[config.mk]
export PLATFORM = sky130hd
export DESIGN_NAME = ip_header_builder
export DESIGN_NICKNAME = d
export VERILOG_FILES = /design/src/rtl/ip_header_builder.sv
export SDC_FILE = /design/constraint.sdc
export NUM_CORES = 1
export LEC_CHECK = 0
export CAP_MARGIN = 10
export CORE_ASPECT_RATIO = 0.8
export CORE_UTILIZATION = 49
export CTS_CLUSTER_DIAMETER = 50
export DETAILED_ROUTE_END_ITERATION = 8
export PLACE_DENSITY = 0.72
export SLEW_MARGIN = 10
export SYNTH_ARGS = -nofsm -noshare
export SYNTH_HDL_FRONTEND = slang
export SYNTH_SLANG_ARGS = --single-unit
[constraint.sdc]
create_clock -name iDm9000aClk -period 6.8 [get_ports iDm9000aClk]
set_clock_uncertainty 0.15 [all_clocks]
set_input_delay 0.68 -clock iDm9000aClk [delete_from_list [all_inputs] [get_ports iDm9000aClk]]
set_output_delay 0.68 -clock iDm9000aClk [all_outputs]
set_load 0.05 [all_outputs]
[src/rtl/ip_header_builder.sv]
// IPv4 header generator: streams a 20..60 byte header into the TX RAM one byte
// per cycle, then back-fills the internally computed header checksum.
module ip_header_builder #(
    parameter int unsigned HDR_OFFSET    = 14,
    parameter int unsigned ADDR_W        = 10,
    parameter logic [31:0] SRC_IP        = 32'hC0A80001,
    parameter logic [7:0]  TTL           = 8'd64,
    parameter int unsigned MAX_OPT_WORDS = 4
) (
    input  logic              iDm9000aClk,
    input  logic              iRst_n,
    input  logic              iStart,
    input  logic [15:0]       iTotalLen,
    input  logic [15:0]       iIpId,
    input  logic [7:0]        iTos,
    input  logic              iDf,
    input  logic [7:0]        iProto,
    input  logic [31:0]       iDstIp,
    input  logic [3:0]        iOptWords,
    output logic              oWren,
    output logic [ADDR_W-1:0] oAddr,
    output logic [7:0]        oData,
    output logic              oBusy,
    output logic              oDone,
    output logic [15:0]       oChecksum
);

    typedef enum logic [2:0] {IDLE, WRITE, FOLD1, FOLD2, CK_HI, CK_LO, DONE} state_t;

    localparam logic [3:0]        MAX_N   = 4'(MAX_OPT_WORDS);
    localparam logic [ADDR_W-1:0] BASE    = ADDR_W'(HDR_OFFSET);
    localparam logic [ADDR_W-1:0] CK_ADDR = ADDR_W'(HDR_OFFSET + 10);

    state_t            state_q, state_d;
    logic [5:0]        cnt_q, cnt_d, len_q;
    logic [3:0]        ihl_q;
    logic [15:0]       tot_q, id_q;
    logic [7:0]        tos_q, proto_q;
    logic              df_q;
    logic [31:0]       dst_q;
    logic [31:0]       acc_q, acc_d;
    logic [7:0]        hi_q, hi_d;
    logic [15:0]       ck_q, ck_d, cks_q, cks_d;
    logic              wren_q, wren_d, busy_q, busy_d, done_q, done_d;
    logic [ADDR_W-1:0] addr_q, addr_d;
    logic [7:0]        data_q, data_d;

    logic [3:0]  n_in, ihl_in;
    logic [7:0]  byte_c;
    logic [31:0] fold_c;
    logic [15:0] ck_c;

    assign n_in   = (iOptWords > MAX_N) ? MAX_N : iOptWords;
    assign ihl_in = 4'd5 + n_in;
    assign fold_c = {16'h0, acc_q[15:0]} + {16'h0, acc_q[31:16]};
    assign ck_c   = ~fold_c[15:0];

    // Bytes 10/11 and all option bytes read as zero, so they add nothing to the sum.
    always_comb begin
        byte_c = 8'h00;
        case (cnt_q)
            6'd0:  byte_c = {4'h4, ihl_q};
            6'd1:  byte_c = tos_q;
            6'd2:  byte_c = tot_q[15:8];
            6'd3:  byte_c = tot_q[7:0];
            6'd4:  byte_c = id_q[15:8];
            6'd5:  byte_c = id_q[7:0];
            6'd6:  byte_c = {1'b0, df_q, 6'b0};
            6'd8:  byte_c = TTL;
            6'd9:  byte_c = proto_q;
            6'd12: byte_c = SRC_IP[31:24];
            6'd13: byte_c = SRC_IP[23:16];
            6'd14: byte_c = SRC_IP[15:8];
            6'd15: byte_c = SRC_IP[7:0];
            6'd16: byte_c = dst_q[31:24];
            6'd17: byte_c = dst_q[23:16];
            6'd18: byte_c = dst_q[15:8];
            6'd19: byte_c = dst_q[7:0];
            default: byte_c = 8'h00;
        endcase
    end

    always_comb begin
        state_d = state_q;
        cnt_d   = cnt_q;
        acc_d   = acc_q;
        hi_d    = hi_q;
        ck_d    = ck_q;
        cks_d   = cks_q;
        wren_d  = 1'b0;
        addr_d  = addr_q;
        data_d  = data_q;
        done_d  = 1'b0;
        case (state_q)
            IDLE: if (iStart) begin
                // Byte 0 goes out on the start edge, straight from the live inputs.
                state_d = WRITE;
                cnt_d   = 6'd1;
                acc_d   = 32'h0;
                hi_d    = {4'h4, ihl_in};
                wren_d  = 1'b1;
                addr_d  = BASE;
                data_d  = {4'h4, ihl_in};
            end
            WRITE: if (cnt_q == len_q) begin
                state_d = FOLD1;
            end else begin
                wren_d = 1'b1;
                addr_d = BASE + ADDR_W'(cnt_q);
                data_d = byte_c;
                cnt_d  = cnt_q + 6'd1;
                if (cnt_q[0]) acc_d = acc_q + {16'h0, hi_q, byte_c};
                else          hi_d  = byte_c;
            end
            FOLD1: begin
                acc_d   = fold_c;
                state_d = FOLD2;
            end
            FOLD2: begin
                acc_d   = fold_c;
                ck_d    = ck_c;
                wren_d  = 1'b1;
                addr_d  = CK_ADDR;
                data_d  = ck_c[15:8];
                state_d = CK_HI;
            end
            CK_HI: begin
                wren_d  = 1'b1;
                addr_d  = CK_ADDR + ADDR_W'(1);
                data_d  = ck_q[7:0];
                cks_d   = ck_q;
                state_d = CK_LO;
            end
            CK_LO: begin
                done_d  = 1'b1;
                state_d = DONE;
            end
            DONE:    state_d = IDLE;
            default: state_d = IDLE;
        endcase
        busy_d = (state_d != IDLE);
    end

    always_ff @(posedge iDm9000aClk or negedge iRst_n) begin
        if (!iRst_n) begin
            state_q <= IDLE;
            cnt_q   <= '0;
            acc_q   <= '0;
            hi_q    <= '0;
            ck_q    <= '0;
            cks_q   <= '0;
            wren_q  <= 1'b0;
            addr_q  <= '0;
            data_q  <= '0;
            busy_q  <= 1'b0;
            done_q  <= 1'b0;
            len_q   <= '0;
            ihl_q   <= '0;
            tot_q   <= '0;
            id_q    <= '0;
            tos_q   <= '0;
            df_q    <= 1'b0;
            proto_q <= '0;
            dst_q   <= '0;
        end else begin
            state_q <= state_d;
            cnt_q   <= cnt_d;
            acc_q   <= acc_d;
            hi_q    <= hi_d;
            ck_q    <= ck_d;
            cks_q   <= cks_d;
            wren_q  <= wren_d;
            addr_q  <= addr_d;
            data_q  <= data_d;
            busy_q  <= busy_d;
            done_q  <= done_d;
            if (state_q == IDLE && iStart) begin
                len_q   <= 6'd20 + {n_in, 2'b00};
                ihl_q   <= ihl_in;
                tot_q   <= iTotalLen;
                id_q    <= iIpId;
                tos_q   <= iTos;
                df_q    <= iDf;
                proto_q <= iProto;
                dst_q   <= iDstIp;
            end
        end
    end

    assign oWren     = wren_q;
    assign oAddr     = addr_q;
    assign oData     = data_q;
    assign oBusy     = busy_q;
    assign oDone     = done_q;
    assign oChecksum = cks_q;

endmodule
# ---- Word level (Yosys, flattened, before mapping)
# Index checks and enable logic that the tools add are counted.
dict set report word_totals {
  ff_bits 193
  input_bits 88
  output_inout_bits 37
  wordCells 90
}
dict set report op_classes {
  addsub 6
  magnitude_cmp 1
  n_eq_ne 25
  muxes 25
  bitwise 1
  n_reduce_logical 13
}
# operator n
set op_table {}
lappend op_table {{8-bit one-hot mux with 16 select lines} 1}
lappend op_table {{32-bit two-way mux} 3}
lappend op_table {{32-bit one-hot mux with 3 select lines} 1}
lappend op_table {{10-bit one-hot mux with 4 select lines} 1}
lappend op_table {{32-bit by 16-bit adder with 32-bit output} 1}
lappend op_table {{8-bit two-way mux} 4}
lappend op_table {{8-bit one-hot mux with 4 select lines} 1}
lappend op_table {{6-bit by 4-bit == test with 1-bit output, second input constant} 5}
lappend op_table {{6-bit by 5-bit == test with 1-bit output, second input constant} 4}
lappend op_table {{10-bit two-way mux} 2}
lappend op_table {{6-bit by 3-bit == test with 1-bit output, second input constant} 3}
lappend op_table {{3-bit one-hot mux with 6 select lines} 1}
lappend op_table {{16-bit by 16-bit adder with 17-bit output} 1}
lappend op_table {{16-bit NOT} 1}
lappend op_table {{8-bit one-hot mux with 2 select lines} 1}
lappend op_table {{6-bit by 2-bit == test with 1-bit output, second input constant} 2}
lappend op_table {{6-bit two-way mux} 2}
lappend op_table {{6-bit one-hot mux with 2 select lines} 1}
lappend op_table {{2-bit != test, second input constant} 4}
lappend op_table {{4-bit AND reduction} 2}
lappend op_table {{4-bit by 6-bit adder with 7-bit output, first input constant} 1}
lappend op_table {{5-bit by 6-bit adder with 6-bit output, first input constant} 1}
lappend op_table {{6-bit by 1-bit adder with 6-bit output, second input constant} 1}
lappend op_table {{3-bit by 2-bit == test with 1-bit output, second input constant} 2}
lappend op_table {{other kinds (18)} 25}

# ---- Depth between registers and ports, before layout
# Gate-level depths: netlist (run 1).
dict set report logic_depth {
  ltp_word 6
  mapped_depth 20
  depth_no_buf 18
}

# ---- Least setup slack after synthesis (run 1)
# OpenSTA, ideal clock, no wires.
dict set report synth_timing {
  path_kind {register to register}
  startpoint {register cnt_q[0]}
  endpoint {register acc_q[18]}
  arrival_time_ns 3.825
  required_time_ns 6.518
  slack_ns 2.692
  stages_incl_launch_ff 21
  period_less_slack_ns 4.108
  cell_sequence {dfrtp_1 inv_1 ha_1 buf_6 and2_1 clkbuf_1 a22oi_1 o211ai_1 a2111oi_0 inv_1 ha_1 fa_1 a21o_1 o31ai_1 nand4_1 nand3_2 a41oi_2 o2111ai_2 buf_6 xnor2_1 nor2_1}
}
dict set report synth_between {
  elab_chain_len 6
}
# element line
set synth_lines {}
lappend synth_lines {{start: declaration} 35} ;# logic [5:0] cnt_q, cnt_d, len_q;
lappend synth_lines {{start signal: assignment} 167} ;# cnt_q <= cnt_d;
lappend synth_lines {{6-bit by 5-bit == test with 1-bit output, or another cell as far along} 61} ;# case (cnt_q)
lappend synth_lines {{8-bit one-hot mux with 16 select lines} 61}
lappend synth_lines {{32-bit by 16-bit adder with 32-bit output} 112} ;# if (cnt_q[0]) acc_d = acc_q + {16'h0, hi_q, byte_c};
lappend synth_lines {{32-bit two-way mux} 112}
lappend synth_lines {{32-bit two-way mux} 105} ;# WRITE: if (cnt_q == len_q) begin
lappend synth_lines {{32-bit one-hot mux with 3 select lines} 94} ;# case (state_q)
lappend synth_lines {{end signal: assignment} 148} ;# acc_q <= '0;
lappend synth_lines {{end signal: assignment} 168} ;# acc_q <= acc_d;
lappend synth_lines {{end: declaration} 41} ;# logic [31:0] acc_q, acc_d;
# Parallel ways exist; a longest one is shown, timed or not. The select of a mux whose other input is x is not followed.
# A chain may end at the register's enable or synchronous reset.

# ---- Final worst setup path (run 1)
dict set report layout_timing {
  startpoint {register cnt_q[3]}
  endpoint {register acc_q[28]}
}
# The elaborated chain is that of the path after synthesis.

==> metrics, run 1 <==
total global routing overflow=0; H-tree depth=4; non-filler cells, final=1357; Avg Inst Size Synth=10.1 sq um; PwrDens=520 mW/mm^2; routed vias=8030; layout cell share with drive strength beyond 1=13.2%; Main synth FF type=dfrtp_1; DIE AREA=0.0207 sq mm; Cell variety after synth=76; drt wl/cell=19.7 um; Ports=125; number of flops mapped to enable cells by yosys=0; Post-synth top cells=dfrtp_1, nand2_1, mux2_2; multi-input logic area=0.00498 sq mm; setup TNS=0 ns; synth top area cells=dfrtp_1, mux2_2, ha_1; Cell Area, Placed=0.0113 sq mm; IO buf count=121; final WL=26700 um; largest net degree at the start of global routing=109; CTS root buf=clkbuf_16; drt drc=2; Syn Inst Count=976; Max Buffers Root-to-Sink=2; post-CTS setup buffer count=0; #FFs+latches synth=184; placed wire-length estimate=19500 um; status=complete, but fails checks; Util after Layout=60.0%; core footprint=0.0198 sq mm; fmax=0.191 GHz; Initial DRC Count=828; final setup vio count=0; Final Max Slew Viols=0; cells on worst reg2reg path=16; Post-DRT Antenna Nets=0; RSZ-0062 raised after global routing=no; crit path launch type=register; Die Width=161 um; total track usage=26.7%; Post-synth ARST share=100%; LEAKAGE=5.18 nW; Final nets=1207; sequential cell area=0.00460 sq mm; Inst Count DP=1325; peak supply drop=0.279 mV; Cell Area, Synth=0.00988 sq mm; FP Rows=46; most instantiated library cell after synthesis=dfrtp_1; final hold vios=0; fin crit period=5.24 ns; Clock transition at path regs=0.08 ns; Worst Hold Class=in -> async; Clock Latency Late Sink=0.44 ns; Starting Density=49.9%; post-synthesis sequential area ratio=46.6%; critical path class=reg -> reg; routability cong.=0.959; initial antenna violation count=0; CTS Buf Count=17; area delta synth->final=20.2%; Hold Buf Count CTS=0; Synth top area share=46.6%; period utilization=77.1%; Filler Cells Inserted=1639; Finished Cell Area=0.0119 sq mm; post-CTS sizing=0; Pre-Repair DR Iteration Count=9; antenna cell count=0; Slew headroom=28.3%; via-per-instance ratio=5.92; Critical Path End Type=register; die height=129 um; failing checks=design-rule violations; vias in the first global route=7545; CTS tree=done; Least-Margin Pin Slew=1.08 ns; biggest area consumer among synthesized cells=dfrtp_1; Req. time, crit path=7.01 ns; Max Cap Viol=0; first-pass GRT wire length=42600 um; clk sinks=184; Syn. warnings=0; worst path arrival time=5.45 ns; CP max FO=25
==> per-stage QoR <==
stage	hold WS, ns	setup WS, ns	power [mW]
6_report	0.211	1.56	6.18
5_1_grt	0.287	1.08	6.56
3_3_place_gp	0.306	1.82	5.09
2_1_floorplan	0.234	2.69	4.16
4_1_cts	0.244	1.57	6.14
3_5_place_dp	0.314	1.62	5.14
==> report_power, final <==
group          internal, mW  switching, mW
Sequential             1.58          0.426
Combinational          1.27           1.92
Clock                 0.494          0.487
==> registers in the layout (all words and copies together), names as in the netlist, 16 cells and up <==
register / count
dst_q: 32
ck_q: 16
oChecksum: 16
tot_q: 16
id_q: 16
acc_q: 32
==> placed cells by master, fill, tap and decap left out, types with 14 or more instances in the layout <==
master,count
xor2_1,17
o21ai_0,57
mux2_2,87
a22oi_1,14
xnor2_1,20
ha_1,37
inv_1,24
clkbuf_16,17
nor2_1,82
nand3_1,14
a31oi_1,19
clkdlybuf4s50_1,120
a21o_1,18
dfrtp_1,184
nand2_1,119
nor3_1,15
a21oi_1,46
==> worst paths after layout <==
| path | startpoint | slack (ns) | endpoint |
|---|---|---|---|
| setup / recovery | cnt_q[3]$_DFFE_PN0P_ | 1.56 | acc_q[28]$_DFFE_PN0P_ |
| hold / removal | iRst_n | 0.21 | tos_q[0]$_DFFE_PN0P_ |
| setup reg to reg | cnt_q[3]$_DFFE_PN0P_ | 1.56 | acc_q[28]$_DFFE_PN0P_ |
| hold reg to reg | oChecksum[1]$_DFFE_PN0N_ | 0.33 | oChecksum[1]$_DFFE_PN0N_ |
| max in group asynchronous | iRst_n | 4.72 | acc_q[20]$_DFFE_PN0P_ |
| min in group iDm9000aClk | oChecksum[1]$_DFFE_PN0N_ | 0.33 | oChecksum[1]$_DFFE_PN0N_ |
==> area by class of cell <==
class	count	area share, %
clock inverter	14	1.29
clock buffer	18	3.61
timing repair buffer	131	10.8
sequential	184	38.8
tap	264	2.78
multi-input combinational	721	41.9
inverter	25	0.790
==> cell families after synthesis <==
family | Yosys count | synth area share [%]
adder cells (fa/ha/maj) | 39 | 5.09
other | 1 | 0.0379
multiplexers | 94 | 10.7
flip-flops | 184 | 46.6
AND/OR/NAND/NOR | 311 | 14.9
AO/OA/AOI/OAI | 237 | 16.3
XOR/XNOR | 37 | 3.28
buffers and inverters | 73 | 3.19
==> routing by layer <==
layer / track usage, % / share of wire (%)
met5: 0 / 0
met3: 7.65 / 9.3
met4: 8.49 / 2.1
met1: 40.1 / 48
met2: 36.8 / 41
==> worst max-delay path: stages, from the launching register on <==
cell and delay, ns:
dfrtp_1 0.97, nor4b_4 0.16, and2_1 0.30, a22oi_1 0.24, o211ai_1 0.12, a2111oi_0 0.50, inv_1 0.15, ha_1 0.24
fa_1 0.40, a21o_1 0.20, o31ai_1 0.36, nand4_1 0.23, nand3_2 0.15, a41oi_2 0.15, o2111ai_2 0.49, o21ai_0 0.17
a21oi_1 0.17
Power figures use the tool's default switching activity.
==> run 2: changes to the inputs <==
==> constraint.sdc (replaced) <==
create_clock -name iDm9000aClk -period 5.11 [get_ports iDm9000aClk]
set_clock_uncertainty 0.15 [all_clocks]
set_input_delay 0.511 -clock iDm9000aClk [delete_from_list [all_inputs] [get_ports iDm9000aClk]]
set_output_delay 0.511 -clock iDm9000aClk [all_outputs]
set_load 0.05 [all_outputs]
==> run 2 against run 1 <==
The flow finishes with violations (design-rule violations, negative hold slack). Utilization grew 0.88 points. Routed wire length grew 1.1%. Setup slack lost 1.2 ns. Critical path depth grew 1. Non-clock buffer count grew 11. Largest power group unchanged. Critical path type unchanged. Hold slack lost 0.22 ns. First-iteration DRC count grew 15%. Largest cell class unchanged. Global-route usage grew 0.67 points. Via count grew 1.3%. Sequential power grew 32%.
==> metrics, run 2 (synthesis results as in run 1) <==
area delta synth->final=21.9% (was 20.2%); top flop regs=acc_q x32, dst_q x32 (unchanged); period utilization=92.8% (was 77.1%); placed wire-length estimate=19900 um (was 19500 um); drt wl/cell=19.7 um (about the same); layout cell share with drive strength beyond 1=14.4% (was 13.2%); post-layout total power=8.33 mW (was 6.18 mW); total global routing overflow=0 (unchanged); critical path's largest stage delay=0.48 ns (was 0.97 ns); Max Buffers Root-to-Sink=2 (unchanged); Clock Latency Late Sink=0.44 ns (about the same); routability cong.=0.932 (was 0.959); LEAKAGE=5.26 nW (was 5.18 nW); Die Width=161 um (unchanged); Util after Layout=60.9% (was 60.0%); CTS tree=done (unchanged); CTS root buf=clkbuf_16 (unchanged); FP Rows=46 (unchanged); post-CTS sizing=0 (unchanged); Initial DRC Count=949 (was 828); Final Max Slew Viols=0 (unchanged); Starting Density=49.9% (unchanged); Finished Cell Area=0.0120 sq mm (was 0.0119 sq mm); via-per-instance ratio=5.95 (was 5.92); Clock transition at path regs=0.08 ns (about the same); final WL=27000 um (was 26700 um); post-CTS setup buffer count=0 (unchanged); final hold vios=2 (was 0); drt drc=2 (unchanged); most common cell after layout, fill and taps aside=dfrtp_1 (unchanged); IO buf count=121 (unchanged); worst path arrival time=4.89 ns (was 5.45 ns); status=complete, but fails checks (unchanged); vias in the first global route=7762 (was 7545); core footprint=0.0198 sq mm (unchanged); antenna cell count=0 (unchanged); Post-DRT Antenna Nets=0 (unchanged); final setup vio count=0 (unchanged); crit-path leading delay family=compound AO/OA/AOI/OAI gates (unchanged); Pre-Repair DR Iteration Count=7 (was 9); Slew headroom=31.5% (was 28.3%); Cell Area, Placed=0.0114 sq mm (was 0.0113 sq mm); CP Buf/Inv Count=2 (was 1); Hold WS=-0.0131 ns (was 0.211 ns); initial antenna violation count=0 (unchanged); DIE AREA=0.0207 sq mm (unchanged); PwrDens=691 mW/mm^2 (was 520 mW/mm^2); Hold Buf Count CTS=0 (unchanged); crit path launch type=register (unchanged); critical path class=reg -> reg (unchanged); Least-Margin Pin Slew=1.03 ns (was 1.08 ns); fmax=0.211 GHz (was 0.191 GHz); Worst Hold Class=in -> async (unchanged); clk sinks=184 (unchanged); total track usage=27.3% (was 26.7%); Req. time, crit path=5.26 ns (was 7.01 ns); setup TNS=0 ns (unchanged); CP cell instances=inv_1, ha_1, and2_1, a22oi_1, o211ai_1, a2111oi_1, inv_1, ha_1, fa_1, a21o_1, o31ai_1, nand4_1, nand3_2, a41oi_2, o2111ai_4, or3_1, a21oi_1 (was nor4b_4, and2_1, a22oi_1, o211ai_1, a2111oi_0, inv_1, ha_1, fa_1, a21o_1, o31ai_1, nand4_1, nand3_2, a41oi_2, o2111ai_2, o21ai_0, a21oi_1); H-tree depth=4 (unchanged); Max Cap Viol=0 (unchanged); CP max-delay cell=dfrtp_1 (unchanged); Final nets=1218 (was 1207); routed vias=8135 (was 8030); Critical Path End Type=register (unchanged); fin crit period=4.74 ns (was 5.24 ns); CP max FO=13 (was 25); CTS Buf Count=17 (unchanged); first-pass GRT wire length=43500 um (was 42600 um); most frequent cells in the layout=dfrtp_1, clkdlybuf4s50_1, nand2_1 (unchanged); peak supply drop=0.419 mV (was 0.279 mV); failing checks=design-rule violations, negative hold slack (was design-rule violations); RSZ-0062 raised after global routing=no (unchanged); die height=129 um (unchanged); largest net degree at the start of global routing=96 (was 109); Ports=125 (unchanged)
-- run 2: cell types whose count changed in the layout (fill, tap and decap cells not counted), moves of 2 or more --
cell      previous run  this run
buf_4               10        19
buf_12               0         2
clkinv_8             2         4
inv_6                2         4
inv_8                5         3
-- run 2: power breakdown --
part           switching [mW]  total (mW)  internal, mW
clock                   0.649        1.35         0.706
combinational            2.59        4.33          1.74
sequential              0.542        2.65          2.10
-- run 2: final cells by class --
| class | instances | area, sq um |
|---|---|---|
| Clock buffer | 18 | 429 |
| Timing Repair Buffer | 142 | 1400 |
| Multi-Input combinational cell | 721 | 5010 |
| Sequential cell | 184 | 4600 |
| Inverter | 25 | 93.8 |
| Fill cell | 1657 | 7750 |
| Clock inverter | 14 | 181 |
| Tap cell | 264 | 330 |
-- run 2: routing by layer --
layer | track usage (%) | part of all wire, % | vias up
li1 | - | - | 3771
met1 | 42.3 | 48 | 3937
met2 | 38.1 | 42 | 390
met3 | 5.83 | 8.8 | 37
met4 | 8.32 | 1.8 | 0
met5 | 0 | 0 | -
-- run 2: per-stage QoR --
step | cells | setup slack [ns]
6_report | 1368 | 0.370
4_1_cts | 1368 | 0.272
2_1_floorplan | 978 | 1.00
3_5_place_dp | 1336 | 0.290
3_3_place_gp | 1336 | 0.438
5_1_grt | 1368 | 0.00408
-- run 2: path summary, 6_finish.rpt --
| check | from | end | slack, ns | cells past startpoint |
|---|---|---|---|---|
| worst min register to register | ck_q[9]$_DFFE_PN0P_ | oChecksum[9]$_DFFE_PN0N_ | 0.32 | 2 |
| worst min-delay path | iRst_n | tos_q[1]$_DFFE_PN0P_ | -0.01 | 1 |
| worst max register to register | cnt_q[1]$_DFFE_PN0P_ | acc_q[22]$_DFFE_PN0P_ | 0.37 | 17 |
| min in group iDm9000aClk | ck_q[9]$_DFFE_PN0P_ | oChecksum[9]$_DFFE_PN0N_ | 0.32 | 2 |
| worst max-delay path | cnt_q[1]$_DFFE_PN0P_ | acc_q[22]$_DFFE_PN0P_ | 0.37 | 17 |
| max in group asynchronous | iRst_n | acc_q[5]$_DFFE_PN0P_ | 3.81 | 2 |
-- run 2: worst register-to-register path: stages (launching register included) --
cell and delay, ns:
dfrtp_1 0.48, inv_1 0.14, ha_1 0.29, and2_1 0.26, a22oi_1 0.23, o211ai_1 0.11, a2111oi_1 0.43, inv_1 0.15
ha_1 0.25, fa_1 0.40, a21o_1 0.21, o31ai_1 0.36, nand4_1 0.22, nand3_2 0.15, a41oi_2 0.18, o2111ai_4 0.38
or3_1 0.17, a21oi_1 0.06
